## config.mk

```make
export PLATFORM = sky130hd
export DESIGN_NAME = id_ex_hazard_reg
export DESIGN_NICKNAME = d
export VERILOG_FILES = /design/src/rtl/id_ex_hazard_reg.sv
export SDC_FILE = /design/constraint.sdc
export NUM_CORES = 1
export LEC_CHECK = 0
export ABC_AREA = 1
export BUFFER_PORTS_ARGS = -buffer_cell sky130_fd_sc_hd__buf_4
export CELL_PAD_IN_SITES_DETAIL_PLACEMENT = 0
export CELL_PAD_IN_SITES_GLOBAL_PLACEMENT = 2
export CORE_ASPECT_RATIO = 2
export CORE_MARGIN = 2
export CORE_UTILIZATION = 22
export DETAILED_ROUTE_END_ITERATION = 10
export PLACE_DENSITY = 0.8
export SYNTH_ARGS = -nofsm -noshare
export SYNTH_HDL_FRONTEND = slang
export SYNTH_SLANG_ARGS = --single-unit
```

## constraint.sdc

```tcl
create_clock -name clk -period 1.3 [get_ports clk]
set_input_delay 0.13 -clock clk [delete_from_list [all_inputs] [get_ports clk]]
set_output_delay 0.13 -clock clk [all_outputs]
set_load 0.005 [all_outputs]
```

## src/rtl/id_ex_hazard_reg.sv

```systemverilog
// ID/EX pipeline register with load-use stall, flush and memory-busy hold.
// Optional HAZ_STATS_EN adds saturating stall/flush bubble counters.
module id_ex_hazard_reg #(
  parameter int DATA_W = 32,
  parameter int CTRL_W = 8
) (
  input  logic              clk,
  input  logic              rst,
  input  logic              ID_valid,
  input  logic [4:0]        ID_Rs,
  input  logic [4:0]        ID_Rt,
  input  logic              ID_UseRs,
  input  logic              ID_UseRt,
  input  logic [4:0]        ID_WR,
  input  logic              ID_RegWrite,
  input  logic              ID_MemRead,
  input  logic              ID_MemWrite,
  input  logic [CTRL_W-1:0] ID_Ctrl,
  input  logic [DATA_W-1:0] ID_RD1,
  input  logic [DATA_W-1:0] ID_RD2,
  input  logic [DATA_W-1:0] ID_Imm,
  input  logic              Flush,
  input  logic              Mem_Busy,
  output logic              EX_valid,
  output logic [4:0]        EX_Rs,
  output logic [4:0]        EX_Rt,
  output logic [4:0]        EX_WR,
  output logic              EX_RegWrite,
  output logic              EX_MemRead,
  output logic              EX_MemWrite,
  output logic [CTRL_W-1:0] EX_Ctrl,
  output logic [DATA_W-1:0] EX_RD1,
  output logic [DATA_W-1:0] EX_RD2,
  output logic [DATA_W-1:0] EX_Imm,
  output logic              PC_Write,
  output logic              IF_ID_Write
`ifdef HAZ_STATS_EN
  ,
  output logic [15:0]       Stall_Cnt,
  output logic [15:0]       Flush_Cnt
`endif
);

  typedef enum logic {RUN, HOLD} state_t;
  typedef enum logic [1:0] {
    EX_LOAD, EX_KEEP, EX_BUBBLE
  } ex_op_t;

  state_t state, state_n;
  ex_op_t ex_op;
  logic   flush_pend, flush_pend_n;
  logic   lu, eff_flush;

  assign lu = EX_valid & EX_MemRead & EX_RegWrite
            & (EX_WR != 5'd0) & ID_valid
            & ((ID_UseRs & (ID_Rs == EX_WR))
             | (ID_UseRt & (ID_Rt == EX_WR)));

  // a pending flush only exists while holding for memory
  assign eff_flush = Flush | ((state == HOLD) & flush_pend);

  always_ff @(posedge clk) begin
    if (rst) begin
      state      <= RUN;
      flush_pend <= 1'b0;
    end else begin
      state      <= state_n;
      flush_pend <= flush_pend_n;
    end
  end

  always_comb begin
    state_n      = RUN;
    flush_pend_n = flush_pend;
    ex_op        = EX_LOAD;
    PC_Write     = 1'b1;
    IF_ID_Write  = 1'b1;
    priority case (1'b1)
      Mem_Busy: begin
        state_n      = HOLD;
        flush_pend_n = flush_pend | Flush;
        ex_op        = EX_KEEP;
        PC_Write     = 1'b0;
        IF_ID_Write  = 1'b0;
      end
      eff_flush: begin
        flush_pend_n = 1'b0;
        ex_op        = EX_BUBBLE;
      end
      lu: begin
        ex_op        = EX_BUBBLE;
        PC_Write     = 1'b0;
        IF_ID_Write  = 1'b0;
      end
      default: ;
    endcase
  end

  always_ff @(posedge clk) begin
    if (rst || ex_op == EX_BUBBLE) begin
      EX_valid    <= 1'b0;
      EX_Rs       <= '0;
      EX_Rt       <= '0;
      EX_WR       <= '0;
      EX_RegWrite <= 1'b0;
      EX_MemRead  <= 1'b0;
      EX_MemWrite <= 1'b0;
      EX_Ctrl     <= '0;
      EX_RD1      <= '0;
      EX_RD2      <= '0;
      EX_Imm      <= '0;
    end else if (ex_op == EX_LOAD) begin
      EX_valid    <= ID_valid;
      EX_Rs       <= ID_Rs;
      EX_Rt       <= ID_Rt;
      EX_WR       <= ID_WR;
      EX_RegWrite <= ID_RegWrite;
      EX_MemRead  <= ID_MemRead;
      EX_MemWrite <= ID_MemWrite;
      EX_Ctrl     <= ID_Ctrl;
      EX_RD1      <= ID_RD1;
      EX_RD2      <= ID_RD2;
      EX_Imm      <= ID_Imm;
    end
  end

`ifdef HAZ_STATS_EN
  logic stall_inc, flush_inc;

  assign stall_inc = ~Mem_Busy & ~eff_flush & lu;
  assign flush_inc = ~Mem_Busy & eff_flush;

  always_ff @(posedge clk) begin
    if (rst) begin
      Stall_Cnt <= '0;
      Flush_Cnt <= '0;
    end else begin
      if (stall_inc && Stall_Cnt != 16'hFFFF)
        Stall_Cnt <= Stall_Cnt + 16'd1;
      if (flush_inc && Flush_Cnt != 16'hFFFF)
        Flush_Cnt <= Flush_Cnt + 16'd1;
    end
  end
`endif

endmodule

```

# Word-level counts from Yosys, hierarchy flattened
# Index checks and enable logic that the tools add are counted.
[totals]
register_bits = 125
input_bits = 129
out_inout_bits = 125
word_cells = 40
[op_classes]
n_eq_ne = 3
muxes = 9
bitwise = 11
n_reduce_logical = 4
[op_table]
columns = ["cell", "n"]
rows = [
  ["equality test 5 bit", 2],
  ["AND 1 bit", 8],
  ["2-to-1 mux 1 bit", 6],
  ["2-to-1 mux 2 bit", 3],
  ["nonzero test 5 bit", 1],
  ["OR 1 bit", 3],
  ["equality test 2 bit (second input constant)", 1],
  ["zero test 2 bit", 1],
  ["nonzero test 2 bit", 1],
  ["logical OR 1 bit", 1],
]

# Logic depth before layout (Yosys ltp)
[logic_depth]
ltp_word = 10
depth_mapped = 13
mapped_depth_nobuf = 11

# Worst setup path before layout
# OpenSTA, ideal clock, no wires.
[synth_timing]
path_type = "reg-to-reg"
from = "reg EX_WR[0]"
to = "reg EX_RD1[18]"
setup_ns = 0.110
t_arrival_ns = 1.363
required_ns = 1.190
slack_ns = -0.173
path_stages_with_launch = 14
n_path_buf = 2
period_less_slack_ns = 1.473
cell_sequence = "dfxtp_1 > inv_2 > nand2_1 > nand2_1 > nor2_1 > nand3_1 > nand2_2 > nand3_1 > nand2_1 > inv_2 > buf_4 > buf_2 > nand2_1 > nor2_1"
[synth_via]
elab_chain_cells = 9
word_cells_on_any_way = 15
cone_classes = "eq/ne: 3; mux: 3; bitwise: 6; reduce/logical: 3"
[synth_rtl]
columns = ["item", "line_no", "text"]
rows = [
  ["start: declaration", "27", "output logic [4:0] EX_WR,"],
  ["start signal: assignment", "104", "EX_WR <= '0;"],
  ["start signal: assignment", "116", "EX_WR <= ID_WR;"],
  ["equality test 5 bit (tied with other cells)", "56", "& ((ID_UseRs & (ID_Rs == EX_WR))"],
  ["AND 1 bit (on tied branches)", "56, 55, 57", ""],
  ["OR 1 bit or AND 1 bit (tied branches)", "57, 55", ""],
  ["AND 1 bit (*)", "56", ""],
  ["2-to-1 mux 2 bit (*) (3 in series)", "78", "priority case (1'b1)"],
  ["equality test 2 bit", "100", "if (rst || ex_op == EX_BUBBLE) begin"],
  ["logical OR 1 bit", "100", ""],
  ["end signal: assignment", "109", "EX_RD1 <= '0;"],
  ["end signal: assignment", "121", "EX_RD1 <= ID_RD1;"],
  ["end: declaration", "32", "output logic [DATA_W-1:0] EX_RD1,"],
]
# Every way passes the cells marked *; elsewhere a longest branch is shown, timed or not.
# A chain may end at the register's enable or synchronous reset.

# Final worst setup path
[layout_timing]
from = "reg EX_WR[3]"
to = "reg EX_RD2[26]"
[layout_via]
elab_chain_cells = 9
word_cells_on_any_way = 15
cone_classes = "eq/ne: 3; mux: 3; bitwise: 6; reduce/logical: 3"
[layout_rtl]
columns = ["item", "line_no", "text"]
rows = [
  ["equality test 5 bit (tied with other cells)", "56", ""],
  ["AND 1 bit (on tied branches)", "56, 55, 57", ""],
  ["OR 1 bit or AND 1 bit (tied branches)", "57, 55", ""],
  ["AND 1 bit (*)", "56", ""],
  ["2-to-1 mux 2 bit (*) (3 in series)", "78", ""],
  ["equality test 2 bit", "100", ""],
  ["logical OR 1 bit", "100", ""],
  ["end signal: assignment", "110", "EX_RD2 <= '0;"],
  ["end signal: assignment", "122", "EX_RD2 <= ID_RD2;"],
  ["end: declaration", "33", "output logic [DATA_W-1:0] EX_RD2,"],
]
# Marks and branches as above.

==> results.md <==
* Flip-flop and latch count after synthesis at 125
* Number of global-route vias before repair at 7,318
* Crit Path Category: flop to flop
* Number of clock buffers inserted by TritonCTS at 17
* Hold Path Class: primary input to flop
* Worst Setup End Kind: flop
* Clock Tree Root: clkbuf_16
* Final HPWL from detailed placement at around 18,000 um
* Routability congestion estimate at 0.810
* Run status: complete, but fails checks
* Violations in the final reports: setup timing
* Final Worst Setup Slack at -0.454 ns
* Worst clock skew at about 0.011 ns
* Proportion of layout cells with a drive suffix above 1 at 33.0%
* Synth Net Count at around 1,200
* Synthesis-to-finish area growth at 75.1%
* Htree depth at 4
* Synthesized instance count at ~1,100
* Design Area, Final at 0.0116 mm2
* Crit path launch type: flop
* Share of the yosys chip area belonging to registers at 37.9%
* Number of warnings issued by yosys at 0
* Post-synth top area share at 37.9%
* Worst-case headroom to the max-slew limit at 79.0%
* Min cycle time layout at 1.75 ns
* Leakage power at 6.26 nW
* Final Max Slew Viols at 0
* RSZ-0062 raised after global routing: yes
* Clock tree from TritonCTS: done
* Total wire length after detailed routing at roughly 29,000 um
* Register clock-pin slew on the reported worst setup and hold paths at 0.06 ns
* Die height at 249 um
* First drt pass iteration count at 4
* Transition time at the pin with the least slew margin at 0.316 ns
* Post-route ant nets at 0
* Floorplan die area at ~0.032 mm2
* Highest achievable clock rate at 570 MHz
* Row count at 89
* Starting density of the core at 22.4%
* Critical path cell sequence: inv_6, nand2_1, nand2_1, nor2_2, nand3_2, nand2_4, buf_4, nand3_4, nand2_8, buf_6, inv_6, buf_12, nand2_1, nor2_1
* Max VDD drop at around 0.85 mV
* Gr usage total at 16.7%
* Area of the multi-input gates at about 0.0027 mm2
* Minimum hold slack at 0.0262 ns
* Biggest area consumer among synthesized cells: dfxtp_1
* PwrDens at 980 mW/mm2
* Number of fillers in the final layout at roughly 3,200
* Syn Area/Cell at 5.99 um2
* Via-per-instance ratio at 4.12
* Largest buffer count on any clock path at 2
* Area of the mapped netlist at 0.00661 mm2
* Mean routed wirelength per cell at 15.6 um
* Routed via count at ~7,500
* Standard cell area after detailed placement at 0.00927 mm2
* Initial antenna violation count at 5
* Setup violation total in the final timing report at 125
* WP data arrival at 2.08 ns
* Remaining global-route overflow at 0
* Master of the slowest instance on the critical path: dfxtp_4
* Slowest cell delay on critical path at 0.37 ns
* Final layout net count at 1,579
* Core Region at 0.0295 mm2
* Cell repeated most along the worst path: nand2_1
* Detailed router's first-iteration violation count at between 200 and 250
* Footprint of the flip-flops and latches at about 0.0025 mm2
* Pin count of the biggest net entering global routing at 46
* TritonCTS Sinks at approximately 130
* Data required, critical path at 1.63 ns
* First-pass GRT wire length at 40,300 um
* CP Max Fanout at 13
* Number of distinct standard cells referenced by the synthesized netlist at 22
* Top Ports at 254
* Leading cell types by total area after synthesis: dfxtp_1, inv_1, nand2_1, nand4_1, nor2_1
* Final critical-path share of the clock period at 135%
* DR DRC count at 0
* Die W at 127 um
* Later-pin clock latency in the skew report at 0.43 ns
* Input/output buffers at 253
* Max-capacitance violation count at 0
* Endpoints failing hold at 0
* Post-layout utilization of the core at 39.2%
==> metrics by stage <==
step	total power, mW	setup TNS, ns	std cells	worst slack [ns]
final	11.3	-48.43	1827	-0.454
after global routing	12.0	-62.78	1827	-0.561
after CTS	11.3	-46.28	1799	-0.421
after detailed placement	6.30	-35.32	1704	-0.338
after global placement	6.28	-38.21	1704	-0.370
after floorplan	5.26	-8.89	1103	-0.100
==> worst paths after layout <==
kind | startpoint | end | slack (ns) | depth (start not counted)
worst min-delay path | ID_Imm[19] | EX_Imm[19] | 0.03 | 5
worst min register to register | EX_RD2[20] | EX_RD2[20] | 0.50 | 4
worst max register to register | EX_WR[3] | EX_RD2[26] | -0.45 | 14
worst max-delay path | EX_WR[3] | EX_RD2[26] | -0.45 | 14
==> flip-flops by register name, summed over array words and instances (netlist names) <==
register     flops
EX_Imm          32
EX_RD1          32
EX_RD2          32
EX_Ctrl          8
EX_Rs            5
EX_Rt            5
EX_WR            5
EX_MemRead       1
EX_MemWrite      1
EX_RegWrite      1
EX_valid         1
flush_pend       1
state            1
==> what timing repair did <==
action / 4_1_cts / 5_1_grt
pin swaps: 3 / 35
cloned: 13 / 20
setup endpoints to repair: 125 / 125
hold endpoints to repair: 44 / 0
setup buffers: 8 / 10
hold buffers: 45 / 0
gates resized for setup: 41 / 113
==> final cells by class <==
type | instances | share of cell area, %
Antenna cell | 3 | 0.0649
Tap cell | 364 | 3.94
Clock inverter | 7 | 0.562
Multi-Input combinational cell | 543 | 23.3
Inverter | 369 | 12.2
Timing Repair Buffer | 393 | 34.0
Clock buffer | 22 | 4.18
Timing Repair inverter | 1 | 0.0757
Sequential cell | 125 | 21.7
==> Yosys cell counts <==
master      n
inv_1     328
nand2_1   272
nor2_1    133
dfxtp_1   125
nand4_1   122
clkinv_1   32
buf_2      26
clkbuf_1   21
buf_1       9
inv_2       9
buf_4       7
nand3_1     6
buf_6       3
nand2_2     2
a21oi_1     1
a21oi_2     1
a21oi_4     1
a31oi_1     1
nand3_2     1
nor3_1      1
o21a_1      1
o21bai_1    1
==> power breakdown <==
group          total [mW]  internal [mW]  switching (mW)
Sequential           4.18           4.05           0.131
Clock                4.58           2.78            1.80
Combinational        2.58           1.36            1.22
Total                11.3           8.19            3.16
==> kinds of logic (layout without fill, tap and decap cells) <==
kind of cell / Yosys count / after routing / synth area share (%)
compound gates: 6 / 6 / 0.776
buf+inv: 435 / 792 / 25.9
flops: 125 / 125 / 37.9
other cells: 0 / 3 / 0
simple gates: 537 / 537 / 35.4
==> routing by layer <==
layer  global-route usage [%]  share of wire, %  up-vias
li1                         -                 -     3883
met1                     15.8                35     3390
met2                     33.1                57      204
met3                     3.63               4.4       53
met4                     7.85               3.7        4
met5                        0             0.081        -
==> placed cells by master, fill, tap and decap left out, types with 4 or more instances in the layout <==
master,count
buf_4,284
nor2_1,127
nor2_2,6
nand2_1,224
buf_16,13
clkbuf_16,31
nand4_1,122
inv_1,306
clkbuf_8,4
dfxtp_1,120
buf_12,25
buf_6,9
clkinv_1,27
inv_2,32
nand2_4,20
clkinv_2,4
nand2_2,29
dlygate4sd3_1,45
==> worst max-delay path: cells and delay by family (launching register included) <==
kind                   cells  cell delay, ns
buffers and inverters      5            0.49
flip-flops                 1            0.37
AND/OR/NAND/NOR            9            0.79
No activity file was read; power rests on OpenSTA's default activity.
